## src/rtl/cfs_synch_filter_pkg.sv

```systemverilog
// Shared constants and helpers for the synchronise-and-filter block.
package cfs_synch_filter_pkg;

  localparam int MIN_STAGES     = 2;
  localparam int MIN_FILTER_CNT = 1;

  // Width of a counter that must hold the values 0 .. filter_cnt.
  function automatic int cnt_width(input int filter_cnt);
    return $clog2(filter_cnt + 1);
  endfunction

endpackage

```

## src/rtl/cfs_synch_filter_bit.sv

```systemverilog
// One channel: flop-chain synchroniser, persistence counter, filtered
// output flop and registered rise/fall pulses.
module cfs_synch_filter_bit
  import cfs_synch_filter_pkg::*;
#(
  parameter int   STAGES     = 2,
  parameter int   FILTER_CNT = 4,
  parameter logic RESET_VAL  = 1'b0
) (
  input  logic clk,
  input  logic reset,
  input  logic i,
  output logic o,
  output logic rise,
  output logic fall,
  output logic upd
);

  localparam int             CW       = cnt_width(FILTER_CNT);
  localparam logic [CW-1:0]  CNT_LAST = CW'(FILTER_CNT - 1);

  logic [STAGES-1:0] chain;
  logic              s;
  logic [CW-1:0]     cnt;
  logic [CW-1:0]     cnt_nxt;
  logic              o_nxt;
  logic              rise_nxt;
  logic              fall_nxt;

  assign s   = chain[STAGES-1];
  // Tells the top level an edge pulse will be registered on this clock.
  assign upd = rise_nxt | fall_nxt;

  // Synchroniser chain; stage 0 samples the asynchronous input.
  always_ff @(posedge clk or posedge reset) begin
    if (reset) chain <= {STAGES{RESET_VAL}};
    else       chain <= {chain[STAGES-2:0], i};
  end

  // Filter decision: o only follows s after FILTER_CNT consecutive mismatches.
  always_comb begin
    cnt_nxt  = cnt;
    o_nxt    = o;
    rise_nxt = 1'b0;
    fall_nxt = 1'b0;
    if (s == o) begin
      cnt_nxt = '0;
    end else if (cnt == CNT_LAST) begin
      o_nxt    = s;
      cnt_nxt  = '0;
      rise_nxt = s;
      fall_nxt = ~s;
    end else begin
      cnt_nxt = cnt + CW'(1);
    end
  end

  // Counter, filtered output and pulse registers.
  always_ff @(posedge clk or posedge reset) begin
    if (reset) begin
      cnt  <= '0;
      o    <= RESET_VAL;
      rise <= 1'b0;
      fall <= 1'b0;
    end else begin
      cnt  <= cnt_nxt;
      o    <= o_nxt;
      rise <= rise_nxt;
      fall <= fall_nxt;
    end
  end

endmodule

```

## src/rtl/cfs_synch_filter.sv

```systemverilog
// Multi-channel synchroniser with per-channel glitch filter and
// registered edge pulses; changed flags any edge on any channel.
module cfs_synch_filter
  import cfs_synch_filter_pkg::*;
#(
  parameter int                    DATA_WIDTH = 32,
  parameter int                    STAGES     = 2,
  parameter int                    FILTER_CNT = 4,
  parameter logic [DATA_WIDTH-1:0] RESET_VAL  = '0
) (
  input  logic                  clk,
  input  logic                  reset,
  input  logic [DATA_WIDTH-1:0] i,
  output logic [DATA_WIDTH-1:0] o,
  output logic [DATA_WIDTH-1:0] rise,
  output logic [DATA_WIDTH-1:0] fall,
  output logic                  changed
);

  if (STAGES < MIN_STAGES) begin : g_stages_err
    $error("cfs_synch_filter: STAGES must be at least %0d", MIN_STAGES);
  end
  if (FILTER_CNT < MIN_FILTER_CNT) begin : g_filter_err
    $error("cfs_synch_filter: FILTER_CNT must be at least %0d", MIN_FILTER_CNT);
  end

  logic [DATA_WIDTH-1:0] upd;

  for (genvar n = 0; n < DATA_WIDTH; n++) begin : g_ch
    cfs_synch_filter_bit #(
      .STAGES     (STAGES),
      .FILTER_CNT (FILTER_CNT),
      .RESET_VAL  (RESET_VAL[n])
    ) u_bit (
      .clk   (clk),
      .reset (reset),
      .i     (i[n]),
      .o     (o[n]),
      .rise  (rise[n]),
      .fall  (fall[n]),
      .upd   (upd[n])
    );
  end

  // Registered from the channels' next-state pulses so it lines up with rise/fall.
  always_ff @(posedge clk or posedge reset) begin
    if (reset) changed <= 1'b0;
    else       changed <= |upd;
  end

endmodule

```

## config.mk

```make
export PLATFORM = sky130hd
export DESIGN_NAME = cfs_synch_filter
export DESIGN_NICKNAME = d
export VERILOG_FILES = /design/src/rtl/cfs_synch_filter_pkg.sv /design/src/rtl/cfs_synch_filter_bit.sv /design/src/rtl/cfs_synch_filter.sv
export SDC_FILE = /design/constraint.sdc
export NUM_CORES = 1
export LEC_CHECK = 0
export CAP_MARGIN = 20
export CORE_ASPECT_RATIO = 0.8
export CORE_MARGIN = 1.5
export CORE_UTILIZATION = 50
export CTS_BUF_LIST = sky130_fd_sc_hd__clkbuf_4 sky130_fd_sc_hd__clkbuf_8 sky130_fd_sc_hd__clkbuf_16
export CTS_CLUSTER_SIZE = 16
export DETAILED_ROUTE_END_ITERATION = 6
export PLACE_DENSITY = 0.74
export SYNTH_ARGS = -nofsm -noshare
export SYNTH_HDL_FRONTEND = slang
export SYNTH_HIERARCHICAL = 1
export SYNTH_SLANG_ARGS = --single-unit
```

## constraint.sdc

```tcl
create_clock -name clk -period 4.4 [get_ports clk]
set_input_delay 0.88 -clock clk [delete_from_list [all_inputs] [get_ports clk]]
set_output_delay 0.88 -clock clk [all_outputs]
set_load 0.01 [all_outputs]
```

Yosys cells after proc, flatten, opt, wreduce, memory -nomap -nowiden

Cells that the tools add are included.

Bits in registers: 257
Output and inout port bits: 97
Logic and storage cells: 578

Add/sub/neg operators: 32
Eq/ne operators: 64
Multiplexer cells: 192
Bitwise gates (word level): 96
Reduce and logical (&&, ||, !) cells: 33

Operators with widths:

| operator                                                         | count |
|---|---|
| 3-bit 2-to-1 mux                                                 | 64 |
| 1-bit 2-to-1 mux                                                 | 128 |
| 3-bit by 1-bit adder with 3-bit output (second input constant)   | 32 |
| 3-bit by 2-bit == test with 1-bit output (second input constant) | 32 |
| 1-bit NOT                                                        | 64 |
| 2-bit AND reduction                                              | 32 |
| 1-bit == test                                                    | 32 |
| 1-bit bitwise OR                                                 | 32 |
| 32-bit OR reduction                                              | 1 |

Depth between registers and ports, before layout

Gate-level depths: netlist of the first run.

Depth in word-level cells: 5
Depth in mapped cells: 6
Mapped depth without buffers: 6

By module

The synthesis of the first run kept the hierarchy.

Modules (own cells, without submodules):

| module               | times used | cells each | area each (um2) | sequential area each (um2) |
|---|---|---|---|---|
| cfs_synch_filter_bit | 32         | 19         | 292.8           | 200.2 |
| cfs_synch_filter     | 1          | 13         | 103.8           | 25.0 |

Worst setup path after synthesis of the first run

Ideal clock, no wire load.

Path kind: register to register
From: register g_ch[26].u_bit.o
To: register changed
Setup time: 124 ps
Arrival: 1338 ps
Required time: 4276 ps
Slack: 2938 ps
Cell stages (with the launch flop): 6
Cells stage by stage: dfrtp_1 -> xnor2_1 -> nor2_1 -> nor4_1 -> nand4_1 -> or2_1

Word-level cells in the longest chain between the ends: 4
Elaborated cells between the ends (all ways): 5
Classes of those cells: 1 x eq/ne; 2 x mux; 1 x bitwise; 1 x reduce/logical

Ends and longest elaborated chain:

| item                     | line                       | RTL |
|---|---|---|
| start: declaration       | cfs_synch_filter_bit.sv:13 | `output logic o,` |
| start signal: assignment | cfs_synch_filter_bit.sv:67 | `o <= o_nxt;` |
| 1-bit == test (*)        | cfs_synch_filter_bit.sv:46 | `if (s == o) begin` |
| 1-bit 2-to-1 mux         | cfs_synch_filter_bit.sv:46 |  |
| 1-bit bitwise OR (*)     | cfs_synch_filter_bit.sv:32 | `assign upd = rise_nxt \| fall_nxt;` |
| via upd[26]              | cfs_synch_filter.sv:27     | `logic [DATA_WIDTH-1:0] upd;` |
| 32-bit OR reduction (*)  | cfs_synch_filter.sv:48     | `else changed <= \|upd;` |
| end signal: assignment   | cfs_synch_filter.sv:48     |  |
| end: declaration         | cfs_synch_filter.sv:17     | `output logic changed` |

Mark *: on every way through the listed nets, which the timed path passes. The rest lies on a longest branch.
A chain may end at the register's enable or synchronous reset.

Worst setup path in the final report of the first run

From: register g_ch[6].u_bit.o
To: output o[6]

RTL lines:

| item                     | line                       | RTL |
|---|---|---|
| start: declaration       | cfs_synch_filter_bit.sv:13 |  |
| start signal: assignment | cfs_synch_filter_bit.sv:67 |  |
| end: declaration         | cfs_synch_filter.sv:14     | `output logic [DATA_WIDTH-1:0] o,` |

No word-level cell between the ends.

==> results.cfg, run 1 <==
[timing]
worst_slew_pin_slew_ns = 0.860
setup-violations-final = 0
period_share_pct = 55.9
timing.fmax_ghz = 0.406
finalSetupTns_ns = 0
finalWorstSetupSlack_ns = 1.94
slew_headroom_pct = 42.7
skew_ns = 0.00924
rsz0062_at_grt = false
hold_violations = 0
timing.final.crit_period_ns = 2.46
maxSlewViolCount = 0

[cells_and_area]
insertedDiodeCount = 0
regArea_um2 = 6430
n_fill_cell = 1311
instances_no_fill = 1049
num-nets-final = 844
syn2layout_area_growth_pct = 25.3
drive_above_1_share_pct = 13.9
multi_input_area_um2 = 2920

[setup_path]
critical_path_class = reg2out
cp-start-kind = register
cpLargestDelayFamily = buffers and inverters
end_kind = primary output
crit_arrival_ns = 1.58
slowest_stage = clkdlybuf4s50_1
critPathBufInv = 1
slowest_delay_ns = 0.64
reg2reg_from = g_ch[26].u_bit/o$_DFFE_PP0P_
critPathRequiredTime_ns = 3.52
r2r-end = changed$_DFF_PP0_
cp_cell_sequence = clkdlybuf4s50_1
crit_fanout = 5
r2r_cells = 5
ff2ff_setup_slack_ns = 2.51

[hold_path]
holdPathEnd = g_ch[19].u_bit/chain[1]$_DFF_PP0_
hp-start = g_ch[19].u_bit/chain[0]$_DFF_PP0_
holdPathStages = 0
hold_class = reg2reg

[synthesis]
ys_types = 13
syn-num-nets = 687
yosysSeqAreaShare_pct = 67.9
syn-cell-area_um2 = 9470
synth_cells = 621
ys_ff_latch = 257
synth_warnings = 6
avgSynthCellArea_um2 = 15.3

[grt]
grt_pass1_vias = 5742
antenna_found_initial = 1
grt_overflow = 0
grt_first_pass_wirelength_mm = 27.9
grt_start_max_net_pins = 34
grtUsageTotal_pct = 17.6

[power_and_ir_drop]
ir_drop_uv = 361
powerDensity_nw_per_um2 = 583
p_total_mw = 6.92
p_leak_nw = 5.40

[routing]
ant_nets = 0
drt_iter0_drc = 107
top_layer_used = met5
totalWireLength_mm = 16.4
wl_met1_mm = 7.11
vias = 5216
first_pass_iters = 4
wl_met2_mm = 7.81
vias_per_cell = 4.97
post-route-drc-count = 0
wl_per_cell_um = 15.7
met3_length_mm = 1.27

[cts]
post_cts_buffers = 0
tritoncts = built
cts_hold_buf = 0
path_clk_slew_ns = 0.06
clk_latency_ns = 0.51
clockBufferDepth = 3
htree_levels = 1
clock_sinks = 257
cts-root-buf = clkbuf_16
cts_resized = 0
cts_buffers = 25

[floorplanning]
start_util_pct = 51.7
rows = 44
core_um2 = 18300
ios = 131
die_h_um = 126
die_area_um2 = 19800
fp.dieW_um = 157

[placement]
dp_hpwl_mm = 11.9
place_ws_ns = 2.45
numPortBuffers = 130
finalWeightedCongestion = 0.719
dp_cells = 1004

[job]
cap_viol_max_count = 0

[status]
status = complete, no violations
[flip-flops by register name, summed over array words and instances (netlist names)]
register,cells
g_ch.u_bit/cnt,96
g_ch.u_bit/o,32
changed,1
g_ch.u_bit/chain,64
g_ch.u_bit/rise,32
g_ch.u_bit/fall,32
[per-stage QoR]
step	instance area (um^2)	util, %	hold WS (ns)
3_3_place_gp	11100	60.5	0.332
4_1_cts	11900	64.8	0.350
2_1_floorplan	9470	-	0.331
5_1_grt	11900	64.8	0.355
3_5_place_dp	11100	60.5	0.336
6_report	11900	64.8	0.347
[layout make-up]
class | count | share of cell area, %
well taps | 253 | 2.67
flip-flops and latches | 257 | 54.2
clock buffers | 34 | 6.05
multi-input cells | 331 | 24.6
repair buffers | 130 | 10.9
clock inverters | 11 | 0.580
inverters | 33 | 1.04
[per-layer routing]
layer | vias up | GRT usage [%]
met5 | - | 0
met4 | 2 | 3.59
met3 | 25 | 6.02
met2 | 123 | 29.2
met1 | 2628 | 22.6
li1 | 2438 | -
[how the worst max path moves through the flow]
stage	start	endpoint	slack, ns	cells past startpoint
final	g_ch[6].u_bit/o$_DFFE_PP0P_	o[6]	1.94	1
after floorplan	g_ch[26].u_bit/o$_DFFE_PP0P_	changed$_DFF_PP0_	2.94	5
after detailed placement	g_ch[29].u_bit/o$_DFFE_PP0P_	changed$_DFF_PP0_	2.45	5
after CTS	g_ch[6].u_bit/o$_DFFE_PP0P_	o[6]	1.94	1
after global routing	g_ch[6].u_bit/o$_DFFE_PP0P_	o[6]	1.87	1
after global placement	g_ch[29].u_bit/o$_DFFE_PP0P_	changed$_DFF_PP0_	2.45	5
[kinds of logic (layout without fill, tap and decap cells)]
group	count (synthesis)	after routing	synth area share [%]
xor gates and xnor gates	32	32	2.96
and+or+nand+nor	235	235	19.8
DFF	257	257	67.9
buffers and inverters	33	208	1.31
adders and majority gates	32	32	4.23
muxes	32	32	3.80
[cell usage in the layout (no fill, tap or decap), drive strengths merged]
master,Yosys,routed
xnor2,32,32
mux2,32,32
buf,0,1
or2,1,1
nand4,2,2
inv,33,34
clkinvlp,0,1
clkinv,0,9
dfrtp,257,257
clkdlybuf4s50,0,129
nand2b,32,32
nor3b,128,128
clkbuf,0,34
ha,32,32
and3b,32,32
nor4,8,8
nor2,32,32
[power by group]
| group | switching, mW | internal [mW] |
|---|---|---|
| Clock | 0.857 | 1.15 |
| Combinational | 0.773 | 0.969 |
| Sequential | 0.353 | 2.82 |
| Total | 1.98 | 4.94 |
[cells in the mapped netlist, drive strengths merged]
master | instances | area share, %
nand2b | 32 | 4.6
ha | 32 | 4.2
nand4 | 2 | 0.13
dfrtp | 257 | 68
or2 | 1 | 0.066
nor2 | 32 | 1.3
xnor2 | 32 | 3.0
inv | 33 | 1.3
nor3b | 128 | 10
nor4 | 8 | 0.59
mux2 | 32 | 3.8
and3b | 32 | 3.0
(Power assumes the default switching activity.)
==> run 2: changes to the inputs <==
clock period = 2.45 ns   (was 4.4 ns; I/O delays follow)
==> run 2 against run 1 <==
Power grew 91%. Register-to-register slack got worse by 2.1 ns. Critical endpoint unchanged. Via count is essentially flat. Critical path depth unchanged. Global-route usage about the same. Hold slack got worse by 0.17 ns. Sequential cell count did not move. Routed wire length rose by 0.72%. Sequential power grew 79%.
==> results.cfg, run 2 (same netlist as run 1, synthesis figures left out) <==
[floorplanning]
die_h_um = 126
fp.dieW_um = 157
die_area_um2 = 19800
start_util_pct = 51.7
core_um2 = 18300
ios = 131
rows = 44

[power_and_ir_drop]
p_clk_share_pct = 33.1
p_leak_nw = 5.49
combPwrFrac_pct = 23.9
p_total_mw = 13.2
powerDensity_nw_per_um2 = 1100
swShare_pct = 27.4
switching_power_mw = 3.62
p_seq_share_pct = 43.0
intPower_mw = 9.60
ir_drop_uv = 659

[setup_path]
startpoint = g_ch[6].u_bit/o$_DFFE_PP0P_
cp-start-kind = register
cp_cell_sequence = clkdlybuf4s50_1
end_kind = primary output
critPathRequiredTime_ns = 1.96
slowest_delay_ns = 0.62
crit_fanout = 5
crit_arrival_ns = 1.55
slowest_stage = clkdlybuf4s50_1
r2r_cells = 5
cp_num_cells = 1
critPathBufInv = 1
cpLargestDelayFamily = buffers and inverters
reg2reg_from = g_ch[29].u_bit/o$_DFFE_PP0P_
critical_path_class = reg2out

[status]
status = complete, no violations

[timing]
period_share_pct = 83.3
maxSlewViolCount = 0
setup-violations-final = 0
timing.fmax_ghz = 0.490
worst_slew_pin_slew_ns = 0.838
hold_violations = 0
finalSetupTns_ns = 0
skew_ns = 0.0216
rsz0062_at_grt = false
finalWorstSetupSlack_ns = 0.408
timing.final.crit_period_ns = 2.04
slew_headroom_pct = 44.1

[grt]
grt_first_pass_wirelength_mm = 27.7
antenna_found_initial = 1
grt_overflow = 0
grtUsageTotal_pct = 17.6
grt_start_max_net_pins = 34
grt_pass1_vias = 5633

[placement]
numPortBuffers = 130
dp_hpwl_mm = 11.9
finalWeightedCongestion = 0.726
place_ws_ns = 0.423
dpl-instance-area_um2 = 11100

[cells_and_area]
layout_commonest_cell = dfrtp_1
largest_register_ffs = 96
num-nets-final = 845
fin_area_um2 = 12100
insertedDiodeCount = 0
final_util_pct = 65.8
syn2layout_area_growth_pct = 27.4
drive_above_1_share_pct = 14.3
layout_common_cells = dfrtp_1 (257), clkdlybuf4s50_1 (129), nor3b_1 (128), inv_1 (33)
reg_top3 = g_ch.u_bit/cnt: 96 flops, g_ch.u_bit/chain: 64 flops
largest-register = g_ch.u_bit/cnt

[cts]
clock_sinks = 257
clockBufferDepth = 3
cts-root-buf = clkbuf_16
htree_levels = 1
cts_hold_buf = 0
cts_buffers = 26
post_cts_buffers = 0
path_clk_slew_ns = 0.06
clk_latency_ns = 0.52
cts_resized = 0
tritoncts = built

[routing]
vias_per_cell = 4.96
wl_per_cell_um = 15.7
drt_iter0_drc = 192
first_pass_iters = 4
totalWireLength_mm = 16.6
vias = 5220
ant_nets = 0
post-route-drc-count = 0

[hold_path]
hold_class = in2async

[job]
cap_viol_max_count = 0
[run 2: power groups by stage]
stage          Clock, mW  Combinational [mW]  Sequential (mW)
6_report            4.38                3.16             5.69
5_1_grt             4.67                3.48             5.81
4_1_cts             4.47                3.21             5.70
3_5_place_dp           0                3.18             5.76
3_3_place_gp           0                2.99             5.67
2_1_floorplan          0                1.81             5.79
[run 2: worst paths after layout]
path	end	slack [ns]
max in group asynchronous	g_ch[20].u_bit/fall$_DFF_PP0_	1.82
min in group clk	g_ch[9].u_bit/chain[1]$_DFF_PP0_	0.35
max	o[6]	0.41
min	changed$_DFF_PP0_	0.17
max reg2reg	changed$_DFF_PP0_	0.46
min reg2reg	g_ch[9].u_bit/chain[1]$_DFF_PP0_	0.35
[run 2: final cells by class]
type	instances	area [um^2]
repair buffers	130	1300
fillers	1310	6270
clock inverters	17	274
clock buffers	31	707
inverters	33	124
multi-input cells	331	2920
well taps	253	317
flip-flops and latches	257	6430
[run 2: metal layers]
layer / routed length, um / vias to the layer above / track usage [%]
li1: - / 2439 / -
met1: 7190 / 2641 / 23.1
met2: 7830 / 115 / 28.7
met3: 1270 / 23 / 5.88
met4: 244 / 2 / 3.81
met5: 15 / - / 0
[run 2: worst reg2reg max path, delay by kind of cell, from the launching register on]
kind                      cells  cell delay [ns]
xor gates and xnor gates      1             0.32
DFF                           1             0.43
and+or+nand+nor               4             1.14
[run 2: stage by stage]
stage	std cells	hold WS, ns
4_1_cts	1052	0.159
3_5_place_dp	1004	0.335
3_3_place_gp	1004	0.332
6_report	1052	0.172
5_1_grt	1052	0.178
2_1_floorplan	621	0.219
==> run 3: changes to the inputs <==
clock period = 1.9 ns   (was 2.45 ns; I/O delays follow)
==> run 3 against run 2 <==
Clock skew shrank 0.0066 ns. Hold slack lost 0.11 ns. Clock power grew 17%. Critical path type unchanged. Die area is the same. Routed wire length grew 0.40%. Cell area grew 1.6%. First-iteration DRC count shrank 24%. Critical endpoint is now o[10].
==> results.cfg, run 3 (same netlist as run 1, synthesis figures left out) <==
[status]
status = complete, no violations

[routing]
vias = 5265
drt_iter0_drc = 145
post-route-drc-count = 0
totalWireLength_mm = 16.6
first_pass_iters = 4
ant_nets = 0
vias_per_cell = 4.90
wl_per_cell_um = 15.5

[grt]
grt-busiest-layer = met2
antenna_found_initial = 0
grt_start_max_net_pins = 34
grt_use_met2_pct = 27.9
grt_pass1_vias = 5746
use_met1_pct = 24.4
grt_use_met3_pct = 4.58
grt_first_pass_wirelength_mm = 28.0
grt_overflow = 0
grtUsageTotal_pct = 17.5

[setup_path]
r2r_cells = 6
end_kind = primary output
crit_fanout = 5
crit_arrival_ns = 1.48
slowest_delay_ns = 0.55
slowest_stage = clkdlybuf4s50_1
ff2ff_setup_slack_ns = 0.13
critical_path_class = reg2out
cp_cell_sequence = clkdlybuf4s50_1
critPathBufInv = 1
r2r-end = changed$_DFF_PP0_
reg2reg_from = g_ch[1].u_bit/cnt[0]$_DFF_PP0_
critPathRequiredTime_ns = 1.52
cpLargestDelayFamily = buffers and inverters
cp-start-kind = register

[timing]
skew_ns = 0.0151
hold_violations = 0
rsz0062_at_grt = true
timing.fmax_ghz = 0.538
period_share_pct = 97.9
worst_slew_pin_slew_ns = 0.816
setup-violations-final = 0
maxSlewViolCount = 0
timing.final.crit_period_ns = 1.86
whs_ns = 0.0604
slew_headroom_pct = 45.6

[cts]
clockBufferDepth = 3
cts-root-buf = clkbuf_16
clk_latency_ns = 0.52
htree_levels = 1
cts_hold_buf = 0
cts_buffers = 25
tritoncts = built
clock_sinks = 257
path_clk_slew_ns = 0.06

[cells_and_area]
layout_commonest_cell = dfrtp_1
largest-register = g_ch.u_bit/cnt
reg_top3 = g_ch.u_bit/cnt: 96 flops, g_ch.u_bit/chain: 64 flops
syn2layout_area_growth_pct = 29.4
final_util_pct = 66.9
layout_common_cells = dfrtp_1 (254), nor3b_1 (128), clkdlybuf4s50_1 (108), inv_1 (33)
largest_register_ffs = 96
num-nets-final = 870
insertedDiodeCount = 0
drive_above_1_share_pct = 18.6

[job]
cap_viol_max_count = 0

[power_and_ir_drop]
p_leak_nw = 5.72
ir_drop_uv = 900
powerDensity_nw_per_um2 = 1380

[floorplanning]
ios = 131
rows = 44
core_um2 = 18300
die_h_um = 126
start_util_pct = 51.7
fp.dieW_um = 157
die_area_um2 = 19800

[placement]
dp_hpwl_mm = 11.6
numPortBuffers = 130
finalWeightedCongestion = 0.759

[hold_path]
hold_class = in2async
run 3: worst max-delay path by stage:
stage,endpoint,slack [ns],cells after the start,start
final,o[10],0.04,1,g_ch[10].u_bit/o$_DFFE_PP0P_
after CTS,o[12],0.0006,1,g_ch[12].u_bit/o$_DFFE_PP0P_
after global placement,changed$_DFF_PP0_,-0.008,5,g_ch[10].u_bit/o$_DFFE_PP0P_
after floorplan,changed$_DFF_PP0_,0.44,5,g_ch[26].u_bit/o$_DFFE_PP0P_
after detailed placement,changed$_DFF_PP0_,-0.02,5,g_ch[11].u_bit/o$_DFFE_PP0P_
after global routing,changed$_DFF_PP0_,-0.03,6,g_ch[8].u_bit/cnt[0]$_DFF_PP0_
run 3: final cells by class:
cell class / count / area (um^2)
inverter: 33 / 124
timing repair buffer: 156 / 1500
multi-input combinational: 331 / 3010
clock inverter: 12 / 158
sequential: 257 / 6430
fill: 1288 / 6080
clock buffer: 33 / 717
tap: 253 / 317
run 3: power breakdown:
| group | total (mW) | internal (mW) | leakage (nW) | switching (mW) |
|---|---|---|---|---|
| logic | 4.47 | 2.53 | 1.99 | 1.94 |
| clock network | 5.11 | 3.08 | 0.426 | 2.03 |
| registers | 7.33 | 6.53 | 3.30 | 0.795 |
run 3: routing by layer:
| layer | part of all wire (%) | up-vias |
|---|---|---|
| met5 | 0 | - |
| met1 | 46 | 2631 |
| met2 | 46 | 111 |
| li1 | - | 2496 |
| met3 | 5.8 | 27 |
| met4 | 1.9 | 0 |
run 3: repair_timing:
item,in CTS,in global routing
resized for setup,16,21
setup endpoints to repair,19,17
cloned,0,0
setup buffers,4,11
pin swaps,0,1
run 3: metrics by stage:
| stage | instance area (um^2) | total power, mW | setup slack, ns | std cells | TNS (ns) |
|---|---|---|---|---|---|
| 3_5_place_dp | 11200 | 11.7 | -0.0159 | 1015 | -0.0159 |
| 6_report | 12300 | 16.9 | 0.0403 | 1075 | 0 |
| 3_3_place_gp | 11200 | 11.3 | -0.00838 | 1015 | -0.00838 |
| 4_1_cts | 12100 | 16.8 | 0.000585 | 1064 | 0 |
| 2_1_floorplan | 9470 | 9.79 | 0.438 | 621 | 0 |
| 5_1_grt | 12300 | 17.9 | -0.0348 | 1075 | -0.0348 |
